[src/rtl/sa_tile_sched.sv]
// Tile scheduler for a weight-stationary systolic array: per weight tile it
// loads SYSTOLIC_WIDTH weight rows, flushes the transposer, streams A rows,
// then drains PIPE_LAT cycles of results into sp_2.
// Ports: clk, rst_n (async, active-high); job inputs start/abort/rows/tiles/
// a_base/w_base/o_base/hash_ready; read port rd_en/rd_sel/rd_addr; write port
// wr_en/wr_addr; systolic and transposer controls; busy/done/state_o status.
module sa_tile_sched #(
    parameter int SYSTOLIC_WIDTH = 4,
    parameter int PIPE_LAT       = 5
) (
    input  logic        clk,
    input  logic        rst_n,
    input  logic        start,
    input  logic        abort,
    input  logic [15:0] rows,
    input  logic [15:0] tiles,
    input  logic [31:0] a_base,
    input  logic [31:0] w_base,
    input  logic [31:0] o_base,
    input  logic        hash_ready,
    output logic        rd_en,
    output logic        rd_sel,
    output logic [31:0] rd_addr,
    output logic        wr_en,
    output logic [31:0] wr_addr,
    output logic        sys_enable,
    output logic        sys_state,
    output logic        sys_mode,
    output logic        trans_select,
    output logic        trans_rst_sync,
    output logic        busy,
    output logic        done,
    output logic [3:0]  state_o
);

    typedef enum logic [3:0] {
        S_FREE     = 4'd0,
        S_LOADW1   = 4'd4,
        S_LOADW2   = 4'd5,
        S_CALC     = 4'd6,
        S_WAITHASH = 4'd7,
        S_DRAIN    = 4'd8
    } state_t;

    localparam logic [15:0] SW_LAST = 16'(SYSTOLIC_WIDTH - 1);
    localparam logic [15:0] PL_LAST = 16'(PIPE_LAT - 1);
    localparam logic [31:0] SW_STEP = 32'(SYSTOLIC_WIDTH);

    state_t              r_state;
    logic [15:0]         r_cnt;
    logic [15:0]         r_tcnt;
    logic [15:0]         r_tile;
    logic [15:0]         r_rows;
    logic [15:0]         r_tiles;
    logic [31:0]         r_abase;
    logic [31:0]         r_wnext;
    logic [31:0]         r_rd_addr;
    logic [31:0]         r_wr_addr;
    logic [PIPE_LAT-1:0] r_pipe;
    logic                r_rd_en;
    logic                r_rd_sel;
    logic                r_sys_en;
    logic                r_sys_state;
    logic                r_trans_sel;
    logic                r_trans_rst;
    logic                r_busy;
    logic                r_done;
    logic                w_calc_rd;

    // Only A-row reads produce a result that must be written back.
    assign w_calc_rd = r_rd_en & r_rd_sel;

    always_ff @(posedge clk or posedge rst_n) begin
        if (rst_n) begin
            r_state     <= S_FREE;
            r_cnt       <= '0;
            r_tcnt      <= '0;
            r_tile      <= '0;
            r_rows      <= '0;
            r_tiles     <= '0;
            r_abase     <= '0;
            r_wnext     <= '0;
            r_rd_addr   <= '0;
            r_wr_addr   <= '0;
            r_pipe      <= '0;
            r_rd_en     <= 1'b0;
            r_rd_sel    <= 1'b0;
            r_sys_en    <= 1'b0;
            r_sys_state <= 1'b0;
            r_trans_sel <= 1'b0;
            r_trans_rst <= 1'b0;
            r_busy      <= 1'b0;
            r_done      <= 1'b0;
        end else begin
            r_done    <= 1'b0;
            r_pipe[0] <= w_calc_rd;
            for (int i = 1; i < PIPE_LAT; i++) begin
                r_pipe[i] <= r_pipe[i-1];
            end
            // Output address advances after each write; across tiles this
            // yields o_base + t*rows + n without a multiplier.
            if (r_pipe[PIPE_LAT-1]) begin
                r_wr_addr <= r_wr_addr + 32'd1;
            end
            if (abort) begin
                r_state     <= S_FREE;
                r_pipe      <= '0;
                r_rd_en     <= 1'b0;
                r_rd_sel    <= 1'b0;
                r_rd_addr   <= '0;
                r_sys_en    <= 1'b0;
                r_sys_state <= 1'b0;
                r_trans_sel <= 1'b0;
                r_trans_rst <= 1'b0;
                r_busy      <= 1'b0;
            end else begin
                unique case (r_state)
                    S_FREE: begin
                        if (start && rows != 16'd0 && tiles != 16'd0) begin
                            r_state     <= S_LOADW1;
                            r_rows      <= rows;
                            r_tiles     <= tiles;
                            r_abase     <= a_base;
                            r_tile      <= '0;
                            r_cnt       <= '0;
                            r_wr_addr   <= o_base;
                            r_rd_en     <= 1'b1;
                            r_rd_sel    <= 1'b0;
                            r_rd_addr   <= w_base;
                            r_wnext     <= w_base + SW_STEP;
                            r_sys_en    <= 1'b1;
                            r_sys_state <= 1'b0;
                            r_trans_sel <= 1'b0;
                            r_trans_rst <= 1'b1;
                            r_busy      <= 1'b1;
                        end else if (start) begin
                            r_done <= 1'b1;
                        end
                    end
                    S_LOADW1: begin
                        r_trans_rst <= 1'b0;
                        if (r_cnt == SW_LAST) begin
                            r_state <= S_LOADW2;
                            r_cnt   <= '0;
                            r_rd_en <= 1'b0;
                        end else begin
                            r_cnt     <= r_cnt + 16'd1;
                            r_rd_addr <= r_rd_addr + 32'd1;
                        end
                    end
                    S_LOADW2: begin
                        if (r_cnt == SW_LAST) begin
                            r_state     <= S_CALC;
                            r_cnt       <= '0;
                            r_tcnt      <= '0;
                            r_rd_en     <= 1'b1;
                            r_rd_sel    <= 1'b1;
                            r_rd_addr   <= r_abase;
                            r_sys_state <= 1'b1;
                            r_trans_sel <= 1'b0;
                        end else begin
                            r_cnt <= r_cnt + 16'd1;
                        end
                    end
                    S_CALC: begin
                        if (r_cnt == r_rows - 16'd1) begin
                            r_state  <= S_DRAIN;
                            r_cnt    <= '0;
                            r_rd_en  <= 1'b0;
                            r_rd_sel <= 1'b0;
                        end else begin
                            r_cnt     <= r_cnt + 16'd1;
                            r_rd_addr <= r_rd_addr + 32'd1;
                            // Ping-pong the transposer every SW A rows.
                            if (r_tcnt == SW_LAST) begin
                                r_tcnt      <= '0;
                                r_trans_sel <= ~r_trans_sel;
                            end else begin
                                r_tcnt <= r_tcnt + 16'd1;
                            end
                        end
                    end
                    S_DRAIN: begin
                        if (r_cnt == PL_LAST) begin
                            r_cnt       <= '0;
                            r_sys_en    <= 1'b0;
                            r_sys_state <= 1'b0;
                            if (r_tile == r_tiles - 16'd1) begin
                                r_state     <= S_FREE;
                                r_done      <= 1'b1;
                                r_busy      <= 1'b0;
                                r_trans_sel <= 1'b0;
                            end else begin
                                r_state <= S_WAITHASH;
                                r_tile  <= r_tile + 16'd1;
                            end
                        end else begin
                            r_cnt <= r_cnt + 16'd1;
                        end
                    end
                    S_WAITHASH: begin
                        if (hash_ready) begin
                            r_state     <= S_LOADW1;
                            r_cnt       <= '0;
                            r_rd_en     <= 1'b1;
                            r_rd_sel    <= 1'b0;
                            r_rd_addr   <= r_wnext;
                            r_wnext     <= r_wnext + SW_STEP;
                            r_sys_en    <= 1'b1;
                            r_trans_sel <= 1'b0;
                            r_trans_rst <= 1'b1;
                        end
                    end
                    default: r_state <= S_FREE;
                endcase
            end
        end
    end

    assign rd_en          = r_rd_en;
    assign rd_sel         = r_rd_sel;
    assign rd_addr        = r_rd_addr;
    assign wr_en          = r_pipe[PIPE_LAT-1];
    assign wr_addr        = r_wr_addr;
    assign sys_enable     = r_sys_en;
    assign sys_state      = r_sys_state;
    assign sys_mode       = 1'b0;
    assign trans_select   = r_trans_sel;
    assign trans_rst_sync = r_trans_rst;
    assign busy           = r_busy;
    assign done           = r_done;
    assign state_o        = r_state;

endmodule

[config.mk]
export PLATFORM = sky130hd
export DESIGN_NAME = sa_tile_sched
export DESIGN_NICKNAME = d
export VERILOG_FILES = /design/src/rtl/sa_tile_sched.sv
export SDC_FILE = /design/constraint.sdc
export NUM_CORES = 1
export LEC_CHECK = 0
export ABC_AREA = 1
export BUFFER_PORTS_ARGS = -buffer_cell sky130_fd_sc_hd__buf_2
export CORE_MARGIN = 1
export CORE_UTILIZATION = 55
export CTS_CLUSTER_DIAMETER = 50
export DETAILED_ROUTE_END_ITERATION = 6
export PLACE_DENSITY = 0.77
export SYNTH_ARGS = -nofsm -noshare
export SYNTH_HDL_FRONTEND = slang
export SYNTH_SLANG_ARGS = --single-unit
[constraint.sdc]
create_clock -name clk -period 8.2 [get_ports clk]
set_input_delay 0.41 -clock clk [delete_from_list [all_inputs] [get_ports clk]]
set_output_delay 0.41 -clock clk [all_outputs]
set_load 0.005 [all_outputs]
**Yosys cells after proc, flatten, opt, wreduce, memory -nomap -nowiden**

Cells that the tools add are included.

- Register bits after elaboration: 225
- Output and inout bits: 78
- Word-level logic and storage cells: 157

- Add/sub/neg operators: 9
- Equality and inequality tests: 26
- Multiplexer cells: 69
- Bitwise operators: 3
- Reductions and logical operators: 31

Operator list:

| kind | count |
|---|---|
| $mux W32 | 12 |
| $mux W16 | 10 |
| $pmux W32 S5 | 1 |
| $pmux W16 S5 | 1 |
| $add A32 B1 Y32 const B | 2 |
| $add A32 B3 Y32 const B | 2 |
| $pmux W16 S2 | 2 |
| $pmux W32 S2 | 1 |
| $add A16 B1 Y16 const B | 3 |
| $eq A16 B16 Y1 | 2 |
| $eq A16 B2 Y1 const B | 2 |
| $reduce_bool A16 Y1 | 2 |
| $sub A16 B1 Y16 const B | 2 |
| $ne A3 B3 Y1 const B | 10 |
| $mux W4 | 7 |
| $mux W1 | 24 |
| $pmux W4 S6 | 1 |
| $reduce_and A4 Y1 | 6 |
| $reduce_and A6 Y1 | 3 |
| $eq A16 B3 Y1 const B | 1 |
| $eq A4 B3 Y1 const B | 4 |
| $ne A2 B2 Y1 const B | 6 |
| $reduce_bool A4 Y1 | 3 |
| $reduce_bool A6 Y1 | 2 |
| other kinds (18) | 29 |

**Longest topological paths before layout**

- Depth in word-level cells: 6
- Mapped depth: 18
- Mapped depth without buffers: 18

**Worst setup path before layout**

Ideal clock, no wire load.

- Kind: flip-flop to flip-flop
- Start: register r_state[3] (netlist: state_o[3])
- End: register r_wnext[16]
- Data arrival time: 2.084 ns
- Required time: 8.083 ns
- Setup slack: 5.999 ns
- Stages on the path, launching flop included: 17
- Buffers on the path: 2
- Period minus slack after synthesis: 2.201 ns
- Cell sequence: dfrtp_1 > inv_2 > nand2_2 > nor2_4 > buf_6 > buf_12 > nand2_2 > o21ai_2 > ha_1 > inv_1 > nor3_2 > inv_2 > nor2_2 > nand3_1 > xnor2_1 > nand2_1 > nand2_1

- Longest elaborated chain between the ends: 3

RTL lines:

| item | RTL line | text |
|---|---|---|
| start, declared | 49 | `state_t r_state;` |
| start signal, assigned | 75 | `r_state <= S_FREE;` |
| start signal, assigned | 106 | `r_state <= S_FREE;` |
| start signal, assigned | 120 | `r_state <= S_LOADW1;` |
| $eq A4 B3 Y1 or $logic_not A4 Y1 (tied branches) | 117 | `unique case (r_state)` |
| $ne A2 B2 Y1 (no source line) or $reduce_bool A2 Y1 (tied branches) | -- |  |
| $reduce_and A4 Y1 (no source line) | -- |  |
| end signal, assigned | 130 | `r_wnext <= w_base + SW_STEP;` |
| end signal, assigned | 208 | `r_wnext <= r_wnext + SW_STEP;` |
| end, declared | 56 | `logic [31:0] r_wnext;` |

Several ways; a longest one is shown, not always the timed one.
A chain may end at the register's enable or synchronous reset.

**Final worst setup path**

- Start: register r_state[3] (netlist: state_o[3])
- End: register r_tcnt[11]

- Longest elaborated chain between the ends: 3

RTL lines:

| item | RTL line | text |
|---|---|---|
| $eq A4 B3 Y1 | 117 |  |
| $ne A2 B2 Y1 (no source line) or $reduce_bool A2 Y1 (tied branches) | -- |  |
| $reduce_and A4 Y1 (no source line) | -- |  |
| end signal, assigned | 179 | `r_tcnt <= r_tcnt + 16'd1;` |
| end, declared | 51 | `logic [15:0] r_tcnt;` |

Several ways; a longest one is shown, not always the timed one.

==> metrics.md <==
| Metric | Value |
|---|---|
| Ranking of synthesized cells by area | dfrtp_1 37%, nand2_1 16%, inv_1 5.8%, nor2_1 4.8%, nand3_1 4.7% |
| Mean post-synth cell area | 7.10 µm² |
| Crit-path leading delay family | simple AND/OR/NAND/NOR gates |
| GRT overflow | 0 |
| Slew Limit Fails | 0 |
| CTS tree | yes |
| EDFF count, synth | 0 |
| Status | complete, but fails checks |
| Setup crit start kind | flip-flop |
| Vias per cell | 5.62 |
| Cells resized by post-CTS repair | 0 |
| Crit Path Class | flip-flop to flip-flop |
| Clk buf depth | 3 |
| Die width | 168 µm |
| Largest net degree at the start of global routing | slightly above 100 |
| Leakage power | 8.56 nW |
| Failing checks | design-rule violations, negative hold slack |
| Hold_buf cts | 0 |
| CP Cell Sequence | inv_2 > nand2_2 > inv_2 > nand2_2 > nor2_4 > nand3_1 > nand3_1 > o21ai_0 |
| Yosys Warn Count | 0 |
| GPL Wtd Cong | 0.952 |
| Asr flop ratio synth | 1.00 |
| Dpl ws | 4250 ps |
| CTS Sinks | around 230 |
| FP Rows | 60 |
| CP endpoint kind | flip-flop |
| Final hold violation count | 15 |
| Post-DRT Antenna Nets | 0 |
| Area of the multi-input gates | just over 8000 µm² |
| Finished Layout Cells | approximately 2700 |
| CP startpoint | state_o[3] |
| WL/cell | 17.0 µm |
| Crit path required time | 8600 ps |
| Syn_nets | 2266 |
| Yosys cell types | 53 |
| Vias in the first global route | about 14000 |
| Placement Cell Area | about 16000 µm² |
| F_max | 245 MHz |
| Share of layout cells above drive strength 1 | 0.174 |
| Initial antenna violation count | 0 |
| Max_cap viols | 0 |
| Util after Layout | 0.643 |
| RSZ-0062 raised after global routing | false |
| Inst Count DP | 2609 |
| Clock transition at path regs | 60 ps |
| Area fraction of the dominant cell type after synthesis | 0.373 |
| Starting DRT DRC Count | around 1200 |
| Worst path slowest cell | nand3_1 |
| Crit-path max FO | 32 |
| Worst skew pair latency | approximately 570 ps |
| Most frequent cells in the layout | 630 x nand2_1, 230 x inv_1, 225 x dfrtp_1, 209 x buf_2, 192 x nor2_1 |
| Initial Util | 0.560 |
| Post-route clock period utilization | 0.498 |
| Drt total wl | 45400 µm |
| Ant diodes | 0 |
| DRC viols | 10 |
| Mapped Area | 15100 µm² |
| Setup TNS | 0 ps |
| Clk root buf | clkbuf_16 |
| Crit path largest cell delay | 1070 ps |
| H-tree levels | 1 |
| CP Buf/Inv Count | 2 |
| TritonCTS buffer count | 31 |
| #FFs+latches synth | 225 |
| Syn Inst Count | roughly 2100 |
| Hold Path Class | input port to async pin |
| Most common cell after layout, fill and taps aside | nand2_1 |
| Hpwl dp | between 30000 and 40000 µm |
| VDD IR-drop max | 171 µV |
| PD cells | 315 nW/µm² |
| Pwr Total | 5.45 mW |
| Filler cells | 2405 |
| Via count | 14982 |
| FF+latch area | 5630 µm² |
| Area delta synth->final | 15.0% |
| Reg2Reg Launch Point | state_o[3] |
| # Post-CTS Setup Buffers | 0 |
| Placeable Area | 27000 µm² |
| Overall routing resource usage | 0.323 |
| IO buf count | roughly 210 |
| Main flop type after synthesis | dfrtp_1 |
| I/O pins | 211 |
| Worst-Margin Slew | 1060 ps |
| Worst Skew | 22.9 ps |
| Slew margin rel. | 0.291 |
| Minimum hold slack | -8.33 ps |
| Cell area after layout | 17300 µm² |
| Global-route wire length before repair | between 70000 and 80000 µm |
| Die area | between 20000 and 30000 µm² |
| Min Tclk post-route | 4080 ps |
| FF-to-FF path depth | 8 |
| Die height | 168 µm |
| CP arrival | 4480 ps |
| Sequential element share of the synthesized area | 0.373 |
| Drt pass-1 iters | 7 |
| Final net count | 2443 |
| Biggest area consumer among synthesized cells | dfrtp_1 |
| Setup violators final | 0 |
| Worst setup margin | 4120 ps |
| WP depth | 8 |
## registers in the layout (all words and copies together) (netlist names), 4 cells and up
register  cells
r_abase      32
r_wnext      32
rd_addr      32
wr_addr      32
r_cnt        16
r_rows       16
r_tcnt       16
r_tile       16
r_tiles      16
r_pipe        5
state_o       4
## routing by layer
metal  vias up  routed length [µm]  part of all wire  global-route usage
met1      6993               18900              0.42               0.424
li1       7236                   -                 -                   -
met4         0                2490             0.055               0.166
met5         -                   0                 0                   0
met3       118                3110             0.069              0.0397
met2       635               20900              0.46               0.527
## layout make-up
| cell class | instances | area share |
|---|---|---|
| repair buffers | 217 | 0.0638 |
| flip-flops and latches | 225 | 0.325 |
| clock inverters | 16 | 0.0147 |
| multi-input cells | 1582 | 0.470 |
| inverters | 244 | 0.0533 |
| well taps | 341 | 0.0246 |
| clock buffers | 40 | 0.0490 |
## kinds of logic after synthesis
kind of cell / Yosys count / synth area share
AND/OR/NAND/NOR: 1208 / 0.359
buffers and inverters: 317 / 0.0873
multiplexers: 36 / 0.0268
AO/OA/AOI/OAI: 220 / 0.0826
XOR/XNOR: 108 / 0.0636
adder cells (fa/ha/maj): 9 / 0.00747
flip-flops: 225 / 0.373
other: 1 / 0.000249
## where the power goes
part / switching [mW] / internal (mW) / total, mW / leakage (nW)
Sequential: 0.459 / 1.51 / 1.97 / 2.84
Clock: 0.523 / 0.918 / 1.44 / 0.535
Combinational: 1.29 / 0.753 / 2.04 / 5.19
Total: 2.27 / 3.19 / 5.45 / 8.56
## path summary, 6_finish.rpt
check | end | slack (ps)
worst max-delay path | r_tcnt[11] | 4120
worst min-delay path | r_rows[2] | -8
worst max register to register | r_tcnt[11] | 4120
worst min register to register | r_pipe[4] | 470
max in group asynchronous | state_o[2] | 6860
min in group clk | wr_addr[5] | 50
## cells in the mapped netlist (33+ instances only)
library cell  number
a21oi_1           57
clkbuf_1          34
dfrtp_1          225
inv_1            231
mux2_2            35
nand2_1          631
nand3_1          142
nand4_1           86
nor2_1           192
nor3_1            37
o21ai_0          103
xnor2_1           33
xor2_1            74
Note: power is estimated with default switching activity, not from simulation.
